--- config.mk ---
export PLATFORM = sky130hd
export DESIGN_NAME = s_axi_burst_regfile_flat
export DESIGN_NICKNAME = d
export VERILOG_FILES = /design/src/rtl/s_axi_burst_regfile_if.sv /design/src/rtl/s_axi_burst_regfile.sv /design/src/flat_wrapper.sv
export SDC_FILE = /design/constraint.sdc
export NUM_CORES = 2
export LEC_CHECK = 0
export CAP_MARGIN = 40
export CORE_MARGIN = 3
export CORE_UTILIZATION = 60
export CTS_BUF_LIST = sky130_fd_sc_hd__clkbuf_16
export DETAILED_ROUTE_END_ITERATION = 16
export MAX_ROUTING_LAYER = met4
export PLACE_DENSITY = 0.84
export SLEW_MARGIN = 5
export SYNTH_ARGS = -nofsm -noshare
export SYNTH_HDL_FRONTEND = slang
export SYNTH_SLANG_ARGS = --single-unit
export TNS_END_PERCENT = 5
--- constraint.sdc ---
create_clock -name clk -period 3 [get_ports clk]
set_clock_uncertainty 0.2 [all_clocks]
set_input_delay 0.3 -clock clk [delete_from_list [all_inputs] [get_ports clk]]
set_output_delay 0.3 -clock clk [all_outputs]
set_load 0.02 [all_outputs]
--- src/rtl/s_axi_burst_regfile_if.sv ---
// s_axi_burst_regfile_if: AXI3 slave bus bundle (AW/W/B/AR/R) for s_axi_burst_regfile
interface s_axi_burst_regfile_if #(
  parameter int DATA_WIDTH = 32,
  parameter int ADDR_WIDTH = 32,
  parameter int ID_WIDTH = 4
);
  logic [ID_WIDTH-1:0] awid_i, bid_o, arid_i, rid_o;
  logic [ADDR_WIDTH-1:0] awaddr_i, araddr_i;
  logic [3:0] awlen_i, arlen_i;
  logic [2:0] awsize_i, arsize_i;
  logic [1:0] awburst_i, arburst_i, bresp_o, rresp_o;
  logic awvalid_i, awready_o, wlast_i, wvalid_i, wready_o, bvalid_o, bready_i;
  logic arvalid_i, arready_o, rlast_o, rvalid_o, rready_i;
  logic [DATA_WIDTH-1:0] wdata_i, rdata_o;
  logic [DATA_WIDTH/8-1:0] wstrb_i;
  modport slave (
    input awid_i, awaddr_i, awlen_i, awsize_i, awburst_i, awvalid_i,
    input wdata_i, wstrb_i, wlast_i, wvalid_i, bready_i,
    input arid_i, araddr_i, arlen_i, arsize_i, arburst_i, arvalid_i, rready_i,
    output awready_o, wready_o, bid_o, bresp_o, bvalid_o,
    output arready_o, rid_o, rdata_o, rresp_o, rlast_o, rvalid_o
  );
  modport master (
    output awid_i, awaddr_i, awlen_i, awsize_i, awburst_i, awvalid_i,
    output wdata_i, wstrb_i, wlast_i, wvalid_i, bready_i,
    output arid_i, araddr_i, arlen_i, arsize_i, arburst_i, arvalid_i, rready_i,
    input awready_o, wready_o, bid_o, bresp_o, bvalid_o,
    input arready_o, rid_o, rdata_o, rresp_o, rlast_o, rvalid_o
  );
endinterface

--- src/rtl/s_axi_burst_regfile.sv ---
// s_axi_burst_regfile: AXI3 burst register file; S_AXI_BURST_REGFILE_CHECKSUM_EN adds a read-only XOR register at index REG_COUNT
module s_axi_burst_regfile #(
  parameter int DATA_WIDTH = 32,
  parameter int ADDR_WIDTH = 32,
  parameter int REG_COUNT = 16,
  parameter int ID_WIDTH = 4
) (
  input logic clk,
  input logic areset,
  s_axi_burst_regfile_if.slave bus
);
  localparam int BYTES = DATA_WIDTH / 8;
  localparam int LB = $clog2(BYTES);
  localparam int XW = ADDR_WIDTH - LB;
  localparam int IW = $clog2(REG_COUNT);
  typedef logic [ADDR_WIDTH-1:0] addr_t;
  typedef enum logic [1:0] {W_IDLE, W_DATA, W_RESP} w_state_t;
  typedef enum logic {R_IDLE, R_DATA} r_state_t;
  logic [DATA_WIDTH-1:0] regs [REG_COUNT];
  w_state_t w_st;
  r_state_t r_st;
  addr_t aw_addr, ar_addr;
  logic [3:0] aw_len, ar_len, w_cnt, r_cnt;
  logic [1:0] aw_burst, ar_burst;
  logic [ID_WIDTH-1:0] aw_id;
  logic w_ill, w_err, ar_ill;
  logic [XW-1:0] wi;
  logic w_ok, w_last_pos, w_err_n, aw_ill_n, ar_ill_n;
  function automatic addr_t wmask(input logic [3:0] len);
    return addr_t'({len, {LB{1'b1}}});
  endfunction
  // WRAP keeps the bits above the (len+1)*BYTES window and wraps the rest
  function automatic addr_t next_addr(input addr_t a, input logic [3:0] len, input logic [1:0] bt);
    return bt == 2'b00 ? a : bt == 2'b10 ? (a & ~wmask(len)) | ((a + addr_t'(BYTES)) & wmask(len)) : a + addr_t'(BYTES);
  endfunction
  function automatic logic illegal(input logic [2:0] sz, input logic [1:0] bt, input logic [3:0] len, input logic [LB-1:0] lo);
    return sz != 3'(LB) || bt == 2'b11 || (bt == 2'b10 && (len == 4'd0 || (len & (len + 4'd1)) != 4'd0 || lo != '0));
  endfunction
`ifdef S_AXI_BURST_REGFILE_CHECKSUM_EN
  logic [DATA_WIDTH-1:0] csum;
  always_comb begin
    csum = '0;
    for (int k = 0; k < REG_COUNT; k++) csum = csum ^ regs[k];
  end
`endif
  function automatic logic [DATA_WIDTH+1:0] rd_beat(input logic [XW-1:0] i, input logic ill);
    if (!ill && i < XW'(REG_COUNT)) return {2'b00, regs[i[IW-1:0]]};
`ifdef S_AXI_BURST_REGFILE_CHECKSUM_EN
    if (!ill && i == XW'(REG_COUNT)) return {2'b00, csum};
`endif
    return {2'b10, {DATA_WIDTH{1'b0}}};
  endfunction
  // the checksum index is outside the writable range, so it falls into the SLVERR path
  always_comb begin
    wi = aw_addr[ADDR_WIDTH-1:LB];
    w_ok = !w_ill && wi < XW'(REG_COUNT);
    w_last_pos = w_cnt == aw_len;
    w_err_n = w_err || !w_ok || (bus.wlast_i != w_last_pos);
    aw_ill_n = illegal(bus.awsize_i, bus.awburst_i, bus.awlen_i, bus.awaddr_i[LB-1:0]);
    ar_ill_n = illegal(bus.arsize_i, bus.arburst_i, bus.arlen_i, bus.araddr_i[LB-1:0]);
  end
  always_ff @(posedge clk or negedge areset)
    if (!areset) begin
      w_st <= W_IDLE;
      bus.awready_o <= 1'b1;
      bus.wready_o <= 1'b0;
      bus.bvalid_o <= 1'b0;
      bus.bresp_o <= 2'b00;
      bus.bid_o <= '0;
      aw_id <= '0;
      aw_addr <= '0;
      aw_len <= '0;
      aw_burst <= '0;
      w_ill <= 1'b0;
      w_err <= 1'b0;
      w_cnt <= '0;
      for (int k = 0; k < REG_COUNT; k++) regs[k] <= '0;
    end else case (w_st)
      W_IDLE: if (bus.awvalid_i) begin
        aw_id <= bus.awid_i;
        aw_addr <= bus.awaddr_i;
        aw_len <= bus.awlen_i;
        aw_burst <= bus.awburst_i;
        w_ill <= aw_ill_n;
        w_err <= aw_ill_n;
        w_cnt <= '0;
        bus.awready_o <= 1'b0;
        bus.wready_o <= 1'b1;
        w_st <= W_DATA;
      end
      W_DATA: if (bus.wvalid_i) begin
        if (w_ok)
          for (int b = 0; b < BYTES; b++)
            if (bus.wstrb_i[b]) regs[wi[IW-1:0]][8*b +: 8] <= bus.wdata_i[8*b +: 8];
        aw_addr <= next_addr(aw_addr, aw_len, aw_burst);
        w_cnt <= w_cnt + 4'd1;
        w_err <= w_err_n;
        if (w_last_pos) begin
          bus.wready_o <= 1'b0;
          bus.bvalid_o <= 1'b1;
          bus.bresp_o <= w_err_n ? 2'b10 : 2'b00;
          bus.bid_o <= aw_id;
          w_st <= W_RESP;
        end
      end
      default: if (bus.bready_i) begin
        bus.bvalid_o <= 1'b0;
        bus.awready_o <= 1'b1;
        w_st <= W_IDLE;
      end
    endcase
  // the next beat is fetched on the handshake edge so bursts stream without bubbles
  always_ff @(posedge clk or negedge areset)
    if (!areset) begin
      r_st <= R_IDLE;
      bus.arready_o <= 1'b1;
      bus.rvalid_o <= 1'b0;
      bus.rdata_o <= '0;
      bus.rresp_o <= 2'b00;
      bus.rlast_o <= 1'b0;
      bus.rid_o <= '0;
      ar_addr <= '0;
      ar_len <= '0;
      ar_burst <= '0;
      ar_ill <= 1'b0;
      r_cnt <= '0;
    end else if (r_st == R_IDLE) begin
      if (bus.arvalid_i) begin
        {bus.rresp_o, bus.rdata_o} <= rd_beat(bus.araddr_i[ADDR_WIDTH-1:LB], ar_ill_n);
        bus.rlast_o <= bus.arlen_i == 4'd0;
        bus.rid_o <= bus.arid_i;
        bus.rvalid_o <= 1'b1;
        bus.arready_o <= 1'b0;
        ar_addr <= next_addr(bus.araddr_i, bus.arlen_i, bus.arburst_i);
        ar_len <= bus.arlen_i;
        ar_burst <= bus.arburst_i;
        ar_ill <= ar_ill_n;
        r_cnt <= '0;
        r_st <= R_DATA;
      end
    end else if (bus.rready_i) begin
      if (bus.rlast_o) begin
        bus.rvalid_o <= 1'b0;
        bus.rlast_o <= 1'b0;
        bus.arready_o <= 1'b1;
        r_st <= R_IDLE;
      end else begin
        {bus.rresp_o, bus.rdata_o} <= rd_beat(ar_addr[ADDR_WIDTH-1:LB], ar_ill);
        bus.rlast_o <= r_cnt + 4'd1 == ar_len;
        ar_addr <= next_addr(ar_addr, ar_len, ar_burst);
        r_cnt <= r_cnt + 4'd1;
      end
    end
endmodule
--- src/flat_wrapper.sv ---
// flat-port wrapper written by rule: the top's interface ports become plain ports
module s_axi_burst_regfile_flat 
#(
  parameter int DATA_WIDTH = 32,
  parameter int ADDR_WIDTH = 32,
  parameter int REG_COUNT = 16,
  parameter int ID_WIDTH = 4
)
  (clk, areset, bus_awid_i, bus_awaddr_i, bus_awlen_i, bus_awsize_i, bus_awburst_i, bus_awvalid_i, bus_wdata_i, bus_wstrb_i, bus_wlast_i, bus_wvalid_i, bus_bready_i, bus_arid_i, bus_araddr_i, bus_arlen_i, bus_arsize_i, bus_arburst_i, bus_arvalid_i, bus_rready_i, bus_awready_o, bus_wready_o, bus_bid_o, bus_bresp_o, bus_bvalid_o, bus_arready_o, bus_rid_o, bus_rdata_o, bus_rresp_o, bus_rlast_o, bus_rvalid_o);
  s_axi_burst_regfile_if #(.DATA_WIDTH(DATA_WIDTH), .ADDR_WIDTH(ADDR_WIDTH), .ID_WIDTH(ID_WIDTH)) bus_i ();
  input logic clk;
  input logic areset;
  input wire logic [$bits(bus_i.awid_i)-1:0] bus_awid_i;
  input wire logic [$bits(bus_i.awaddr_i)-1:0] bus_awaddr_i;
  input wire logic [$bits(bus_i.awlen_i)-1:0] bus_awlen_i;
  input wire logic [$bits(bus_i.awsize_i)-1:0] bus_awsize_i;
  input wire logic [$bits(bus_i.awburst_i)-1:0] bus_awburst_i;
  input wire logic [$bits(bus_i.awvalid_i)-1:0] bus_awvalid_i;
  input wire logic [$bits(bus_i.wdata_i)-1:0] bus_wdata_i;
  input wire logic [$bits(bus_i.wstrb_i)-1:0] bus_wstrb_i;
  input wire logic [$bits(bus_i.wlast_i)-1:0] bus_wlast_i;
  input wire logic [$bits(bus_i.wvalid_i)-1:0] bus_wvalid_i;
  input wire logic [$bits(bus_i.bready_i)-1:0] bus_bready_i;
  input wire logic [$bits(bus_i.arid_i)-1:0] bus_arid_i;
  input wire logic [$bits(bus_i.araddr_i)-1:0] bus_araddr_i;
  input wire logic [$bits(bus_i.arlen_i)-1:0] bus_arlen_i;
  input wire logic [$bits(bus_i.arsize_i)-1:0] bus_arsize_i;
  input wire logic [$bits(bus_i.arburst_i)-1:0] bus_arburst_i;
  input wire logic [$bits(bus_i.arvalid_i)-1:0] bus_arvalid_i;
  input wire logic [$bits(bus_i.rready_i)-1:0] bus_rready_i;
  output wire logic [$bits(bus_i.awready_o)-1:0] bus_awready_o;
  output wire logic [$bits(bus_i.wready_o)-1:0] bus_wready_o;
  output wire logic [$bits(bus_i.bid_o)-1:0] bus_bid_o;
  output wire logic [$bits(bus_i.bresp_o)-1:0] bus_bresp_o;
  output wire logic [$bits(bus_i.bvalid_o)-1:0] bus_bvalid_o;
  output wire logic [$bits(bus_i.arready_o)-1:0] bus_arready_o;
  output wire logic [$bits(bus_i.rid_o)-1:0] bus_rid_o;
  output wire logic [$bits(bus_i.rdata_o)-1:0] bus_rdata_o;
  output wire logic [$bits(bus_i.rresp_o)-1:0] bus_rresp_o;
  output wire logic [$bits(bus_i.rlast_o)-1:0] bus_rlast_o;
  output wire logic [$bits(bus_i.rvalid_o)-1:0] bus_rvalid_o;
  assign bus_i.awid_i = bus_awid_i;
  assign bus_i.awaddr_i = bus_awaddr_i;
  assign bus_i.awlen_i = bus_awlen_i;
  assign bus_i.awsize_i = bus_awsize_i;
  assign bus_i.awburst_i = bus_awburst_i;
  assign bus_i.awvalid_i = bus_awvalid_i;
  assign bus_i.wdata_i = bus_wdata_i;
  assign bus_i.wstrb_i = bus_wstrb_i;
  assign bus_i.wlast_i = bus_wlast_i;
  assign bus_i.wvalid_i = bus_wvalid_i;
  assign bus_i.bready_i = bus_bready_i;
  assign bus_i.arid_i = bus_arid_i;
  assign bus_i.araddr_i = bus_araddr_i;
  assign bus_i.arlen_i = bus_arlen_i;
  assign bus_i.arsize_i = bus_arsize_i;
  assign bus_i.arburst_i = bus_arburst_i;
  assign bus_i.arvalid_i = bus_arvalid_i;
  assign bus_i.rready_i = bus_rready_i;
  assign bus_awready_o = bus_i.awready_o;
  assign bus_wready_o = bus_i.wready_o;
  assign bus_bid_o = bus_i.bid_o;
  assign bus_bresp_o = bus_i.bresp_o;
  assign bus_bvalid_o = bus_i.bvalid_o;
  assign bus_arready_o = bus_i.arready_o;
  assign bus_rid_o = bus_i.rid_o;
  assign bus_rdata_o = bus_i.rdata_o;
  assign bus_rresp_o = bus_i.rresp_o;
  assign bus_rlast_o = bus_i.rlast_o;
  assign bus_rvalid_o = bus_i.rvalid_o;
  s_axi_burst_regfile #(.DATA_WIDTH(DATA_WIDTH), .ADDR_WIDTH(ADDR_WIDTH), .REG_COUNT(REG_COUNT), .ID_WIDTH(ID_WIDTH)) u_core (.clk(clk), .areset(areset), .bus(bus_i));
endmodule
**After elaboration in Yosys (flattened, before gate mapping)**

Cells that the tools add are included.

- Register bits after elaboration: 656
- Input bits: 134
- Output and inout bits: 50
- Logic and storage cells: 250

- $add $sub $neg: 7
- Order comparisons: 7
- Equality and inequality tests: 20
- Multiplexer cells: 106
- Bitwise operators: 20
- Reduce and logical (&&, ||, !) cells: 49

Operators by type and width:

| operator | number |
|---|---|
| 2-to-1 mux 512 bit | 13 |
| bitwise mux 512 bit | 4 |
| 2-to-1 mux 32 bit | 21 |
| demux 32 bit (select 4 bit) | 4 |
| binary-select mux 32 bit (select 4 bit) | 2 |
| 2-to-1 mux 34 bit | 4 |
| adder 32 x 3 -> 32 bit, second input constant | 3 |
| bitwise AND 32 bit | 3 |
| bitwise AND 32 x 6 -> 32 bit | 3 |
| inverter 6 -> 32 bit | 3 |
| OR 32 bit | 3 |
| less-than comparator 30 x 5 -> 1 bit, second input constant | 3 |
| one-hot mux 32 bit (2 select lines) | 1 |
| 2-to-1 mux 1 bit | 33 |
| 2-to-1 mux 24 bit | 1 |
| 2-to-1 mux 4 bit | 6 |
| AND reduction 4 bit | 5 |
| 2-to-1 mux 2 bit | 9 |
| AND reduction 3 bit | 6 |
| adder 4 x 1 -> 4 bit, second input constant | 4 |
| 2-to-1 mux 16 bit | 1 |
| >= comparator 5 bit, second input constant | 3 |
| inverter 4 -> 5 bit | 3 |
| equality test 2 bit, second input constant | 6 |
| other kinds (22) | 65 |

**Logic depth before layout (Yosys ltp)**

- Depth in word-level cells: 22
- Gate-level depth with buffers: 9
- Depth with buffers taken out: 6

**Least setup slack after synthesis**

Ideal clock, no wire load.

- Kind: in2reg
- Start point: in bus_araddr_i[2]
- End point: reg u_core.bus.rdata_o[17]
- Setup time: 0.142 ns
- Arrival: 2.162 ns
- Required time: 2.658 ns
- Slack: 0.496 ns
- Cell stages on the path: 6
- Buffers on the path: 2
- Path through: clkbuf_1 > clkbuf_1 > mux4_2 > mux4_2 > inv_1 > o221ai_1

- Longest elaborated chain between the ends: 8
- Elaborated cells between the ends (all ways): 13
- Those cells by class: order compare: 1; mux: 10; bitwise: 1; reduce/logical: 1

Ends and longest elaborated chain:

| what | RTL line | RTL |
|---|---|---|
| from (decl) | flat_wrapper.sv:25 | `input wire logic [$bits(bus_i.araddr_i)-1:0] bus_araddr_i;` |
| less-than comparator 30 x 5 -> 1 bit / inverter 4 -> 5 bit (equally long branches) | s_axi_burst_regfile.sv:47 | `if (!ill && i < XW'(REG_COUNT)) return {2'b00, regs[i[IW-1:0]]};` |
| logical AND 1 bit / binary-select mux 32 bit (select 4 bit) (equally long branches) | s_axi_burst_regfile.sv:47 |  |
| 2-to-1 mux 1 bit / 2-to-1 mux 32 bit (equally long branches) | s_axi_burst_regfile.sv:47 |  |
| 2-to-1 mux 1 bit / 2-to-1 mux 32 bit (equally long branches) | s_axi_burst_regfile.sv:128, s_axi_burst_regfile.sv:47 |  |
| 2-to-1 mux 1 bit / 2-to-1 mux 34 bit (equally long branches) | s_axi_burst_regfile.sv:127, s_axi_burst_regfile.sv:47 |  |
| 2-to-1 mux 34 bit (*) | s_axi_burst_regfile.sv:51 | `return {2'b10, {DATA_WIDTH{1'b0}}};` |
| 2-to-1 mux 32 bit (*) | s_axi_burst_regfile.sv:128 | `if (bus.arvalid_i) begin` |
| 2-to-1 mux 32 bit (*) | s_axi_burst_regfile.sv:127 | `end else if (r_st == R_IDLE) begin` |
| to (signal assigned) | s_axi_burst_regfile.sv:129 | `{bus.rresp_o, bus.rdata_o} <= rd_beat(bus.araddr_i[ADDR_WIDTH-1:LB], ar_ill_n);` |
| to (signal assigned) | s_axi_burst_regfile.sv:148 | `{bus.rresp_o, bus.rdata_o} <= rd_beat(ar_addr[ADDR_WIDTH-1:LB], ar_ill);` |
| to (decl) | s_axi_burst_regfile_if.sv:21 | `output arready_o, rid_o, rdata_o, rresp_o, rlast_o, rvalid_o` |

Every way passes the cells marked *; elsewhere a longest branch is shown, timed or not. The select of a mux whose other input is x is not followed.
A chain may end at the register's enable or synchronous reset.

**Final worst setup path**

- Start point: reg u_core.aw_addr[11]
- End point: reg u_core.regs[57] (netlist bit)

- Longest elaborated chain between the ends: 3

Ends and longest elaborated chain:

| what | RTL line | RTL |
|---|---|---|
| from (decl) | s_axi_burst_regfile.sv:22 | `addr_t aw_addr, ar_addr;` |
| from (signal assigned) | s_axi_burst_regfile.sv:81 | `aw_addr <= bus.awaddr_i;` |
| from (signal assigned) | s_axi_burst_regfile.sv:95 | `aw_addr <= next_addr(aw_addr, aw_len, aw_burst);` |
| less-than comparator 30 x 5 -> 1 bit | s_axi_burst_regfile.sv:56 | `w_ok = !w_ill && wi < XW'(REG_COUNT);` |
| logical AND 1 bit | s_axi_burst_regfile.sv:56 |  |
| AND reduction 3 bit (no line) | - |  |
| to (signal, indexed assignment) | s_axi_burst_regfile.sv:94 | `if (bus.wstrb_i[b]) regs[wi[IW-1:0]][8*b +: 8] <= bus.wdata_i[8*b +: 8];` |
| to (decl) | s_axi_burst_regfile.sv:19 | `logic [DATA_WIDTH-1:0] regs [REG_COUNT];` |

No other way between the ends.

==> results by group <==
Status
  – Outcome: completed

Finish
  – Commonest non-fill, non-tap cell in the layout: dfrtp_1
  – Non-filler cells, final: ~3,800
  – FF/Latch Area: approximately 16,000 um2
  – Most frequent cells in the layout: 646 x dfrtp_1, 311 x mux2_1, 226 x mux4_2
  – NumNets Final: ~3,100
  – Share of layout cells above drive strength 1: 23.9%
  – Fillers: 3,711
  – Multi-input logic area: approximately 18,000 um2
  – Area Overhead vs Synth: 15.2%
  – Post-layout util: 70.4%

Pwr
  – Gate power share: 29.9%
  – Worst IR drop on VDD: ~0.00063 V
  – Pint: between 0.015 and 0.02 W
  – Sw frac: 35.1%
  – Clock Power Share: 31.2%
  – Net Sw Power: 0.00940 W
  – Power per cell area: 653 nW/um2
  – Seq pwr share: about two fifths
  – Leakage: 19.4 nW

STA
  – Hold Vio Cnt, Final: 0
  – Slew Viols, Final: 0
  – Maximum achievable frequency: roughly 340 MHz
  – Setup TNS: 0 ns
  – RSZ-0062 raised after global routing: no
  – Tmin final: 2.94 ns
  – Max-slew headroom: 49.1%
  – Worst-Margin Slew: around 0.76 ns
  – Final worst-path cycle share: 98.1%
  – Final setup vio count: 0

Die
  – Core Region: 58,200 um2
  – Die area: 62,300 um2
  – Initial core utilization: 61.1%
  – Die Ht: 250 um
  – Die width: 250 um
  – I/O pin count: about 180
  – # rows: 88

Drt
  – DR top layer: met4
  – Via Count: between 20,000 and 30,000
  – DR pass1 iterations: 8
  – DR iter-0 viols: 2,456
  – WL/cell: 26.6 um
  – Met3 routed WL: 9480 um
  – Routed Antenna Nets: 0
  – Vias per cell: 6.92
  – Residual DRC: 0
  – M1 WL: 37,700 um
  – DR WL met2: 48,900 um
  – Final WL: 101,000 um

Synth
  – Post-Syn Area per Cell: between 10 and 15 um2
  – Simple-gate share of the synthesized area: 9.72%
  – Synth top area share: 45.6%
  – Compound-Gate Fraction of Synth Area: 6.13%
  – Seq/Total Area, Yosys: 45.7%
  – Synth Area in Adders: less than 1%
  – Mapped Area: approximately 36,000 um2
  – Post-synth top area cell: dfrtp_1
  – Synth Flop Type: dfrtp_1
  – Top cells by area, synth: dfrtp_1 46%, mux4_2 14%, mux2_1 9.8%
  – Yosys cell types: 71
  – Mux cell area share after synthesis: 34.3%
  – Number of synthesized flops with an enable pin: 0
  – Async SR Flop Fraction: 100%
  – Post-Synth XOR/XNOR Area: 0.910%
  – FF+latch count, synth: 650
  – Largest family of logic cells by synthesized area: multiplexers
  – Cells after Synth: between 2,000 and 3,000
  – Yosys warnings: 0

Placement
  – Placed cells: 3,650
  – Post-DP HPWL: 66,100 um
  – Number of I/O port buffers: 181
  – GP Congestion: 0.919

Setup path
  – Crit path kind: reg -> reg
  – Max incr delay on CP: 0.46 ns
  – Worst reg-to-reg path cell count: 7
  – Worst-path fanout max: 9
  – Slowest CP cell: dfrtp_1
  – Worst setup SP type: register
  – Worst EP arrival: 3.21 ns
  – Top cell by count, worst path: buf_4
  – Critical Path End Type: register
  – Critical Path RT: 3.27 ns
  – CP cell instances: nor4_1 -> nand4_2 -> nor4_4 -> buf_4 -> buf_4 -> nand2_4 -> mux2_1

Clock network
  – CTS tree: built
  – Clock transition at path regs: ~0.060 ns
  – Clk buf depth: 3
  – CTS Sinks: 650
  – Clock Latency Late Sink: 0.60 ns
  – CTS resizes: 0
  – TritonCTS Buffers: 70
  – H-Tree Depth: 3
  – Clock Root Buffer: clkbuf_16

Global routing
  – Initial antenna violation count: 2
  – Vias in the first global route: about 27,000
  – Grt ovf: 0
  – Largest net degree at the start of global routing: 77
  – First-pass GRT wire length: 158,000 um
  – Total track usage: 33.5%

Hold path
  – Hold Crit Class: in -> reg
  – Worst Hold Depth: 3

Flow run
  – Maxcap violations: 0
[cell usage after synthesis (38+ instances only)]
master,number
mux4_2,226
a22oi_1,73
a21oi_1,50
clkbuf_1,145
nand4_1,38
mux2_1,311
o21ai_0,72
nand2_1,220
dfrtp_1,648
inv_1,49
nor2_1,109
mux2i_1,129
mux2_2,206
nand3_1,42
[registers in the layout (all words and copies together), names as in the netlist, 2 cells and up, named ones only]
register / count
u_core.bus.rid_o: 4
u_core.ar_burst: 2
u_core.aw_addr: 27
u_core.ar_len: 4
u_core.regs: 512
u_core.r_cnt: 4
u_core.w_st: 2
u_core.bus.rdata_o: 32
u_core.aw_len: 4
u_core.w_cnt: 4
u_core.bus.bid_o: 4
u_core.aw_id: 4
u_core.aw_burst: 2
u_core.ar_addr: 27
[worst max-delay path: cells and delay by family (launching register included)]
family,cells,cell delay (ns)
AND/OR/NAND/NOR,4,1.31
flip-flops,1,0.46
buffers and inverters,2,0.46
multiplexers,1,0.38
[layer usage]
layer	GRT usage, %	vias up
met5	-	-
met4	15.7	0
met3	7.35	317
met2	52.6	1473
met1	41.8	13500
li1	-	10900
[power groups by stage]
stage / Combinational, W / Clock (W) / Sequential [W]
final: 0.00800 / 0.00837 / 0.0104
after global routing: 0.00860 / 0.00883 / 0.0105
after CTS: 0.00791 / 0.00846 / 0.0104
after detailed placement: 0.00787 / 0 / 0.0105
after global placement: 0.00764 / 0 / 0.0105
after floorplan: 0.00521 / 0 / 0.0102
[timing repair]
action / in CTS / in global routing
buffers inserted: 1 / 0
hold endpoints to repair: 170 / 0
pin swaps: 1 / 1
setup endpoints to repair: 18 / 22
hold buffers: 2 / 0
[path summary, 6_finish.rpt]
path                                           start  slack (ns)                    to
worst min-delay path                   bus_awid_i[2]        0.03       u_core.aw_id[2]
worst max-delay path              u_core.aw_addr[11]        0.06       u_core.regs[57]
worst max register to register    u_core.aw_addr[11]        0.06       u_core.regs[57]
worst min register to register  u_core.bus.awready_o        0.27  u_core.bus.awready_o
min in group asynchronous                     areset        0.08      u_core.regs[210]
max in group asynchronous                     areset        1.60      u_core.regs[329]
[stage by stage]
step	power, W	cell area [um2]	setup WS (ns)	hold WS, ns
floorplan	0.0154	35600	0.496	-0.196
global placement	0.0181	38800	0.0757	0.126
detailed placement	0.0184	38800	-0.00665	0.132
CTS	0.0267	41000	0.109	0.0127
global route	0.0279	41000	0.0113	0.0309
finish	0.0268	41000	0.0583	0.0344
[cell families (layout without fill, tap and decap cells)]
logic type / after synthesis / in the layout
other cells: 1 / 5
compound gates: 320 / 320
flops: 650 / 650
simple gates: 647 / 647
buf+inv: 253 / 477
fa+ha+maj: 8 / 8
xor+xnor: 37 / 37
mux: 872 / 872
[area by class of cell]
| class | instances | area share (%) |
|---|---|---|
| Clock inverter | 52 | 0.882 |
| Sequential cell | 650 | 39.7 |
| Antenna cell | 3 | 0.0183 |
| Clock buffer | 73 | 4.45 |
| Inverter | 49 | 0.448 |
| Tap cell | 765 | 2.33 |
| Timing Repair Buffer | 303 | 7.58 |
| Multi-Input combinational cell | 1886 | 44.6 |
(Power assumes the default switching activity.)
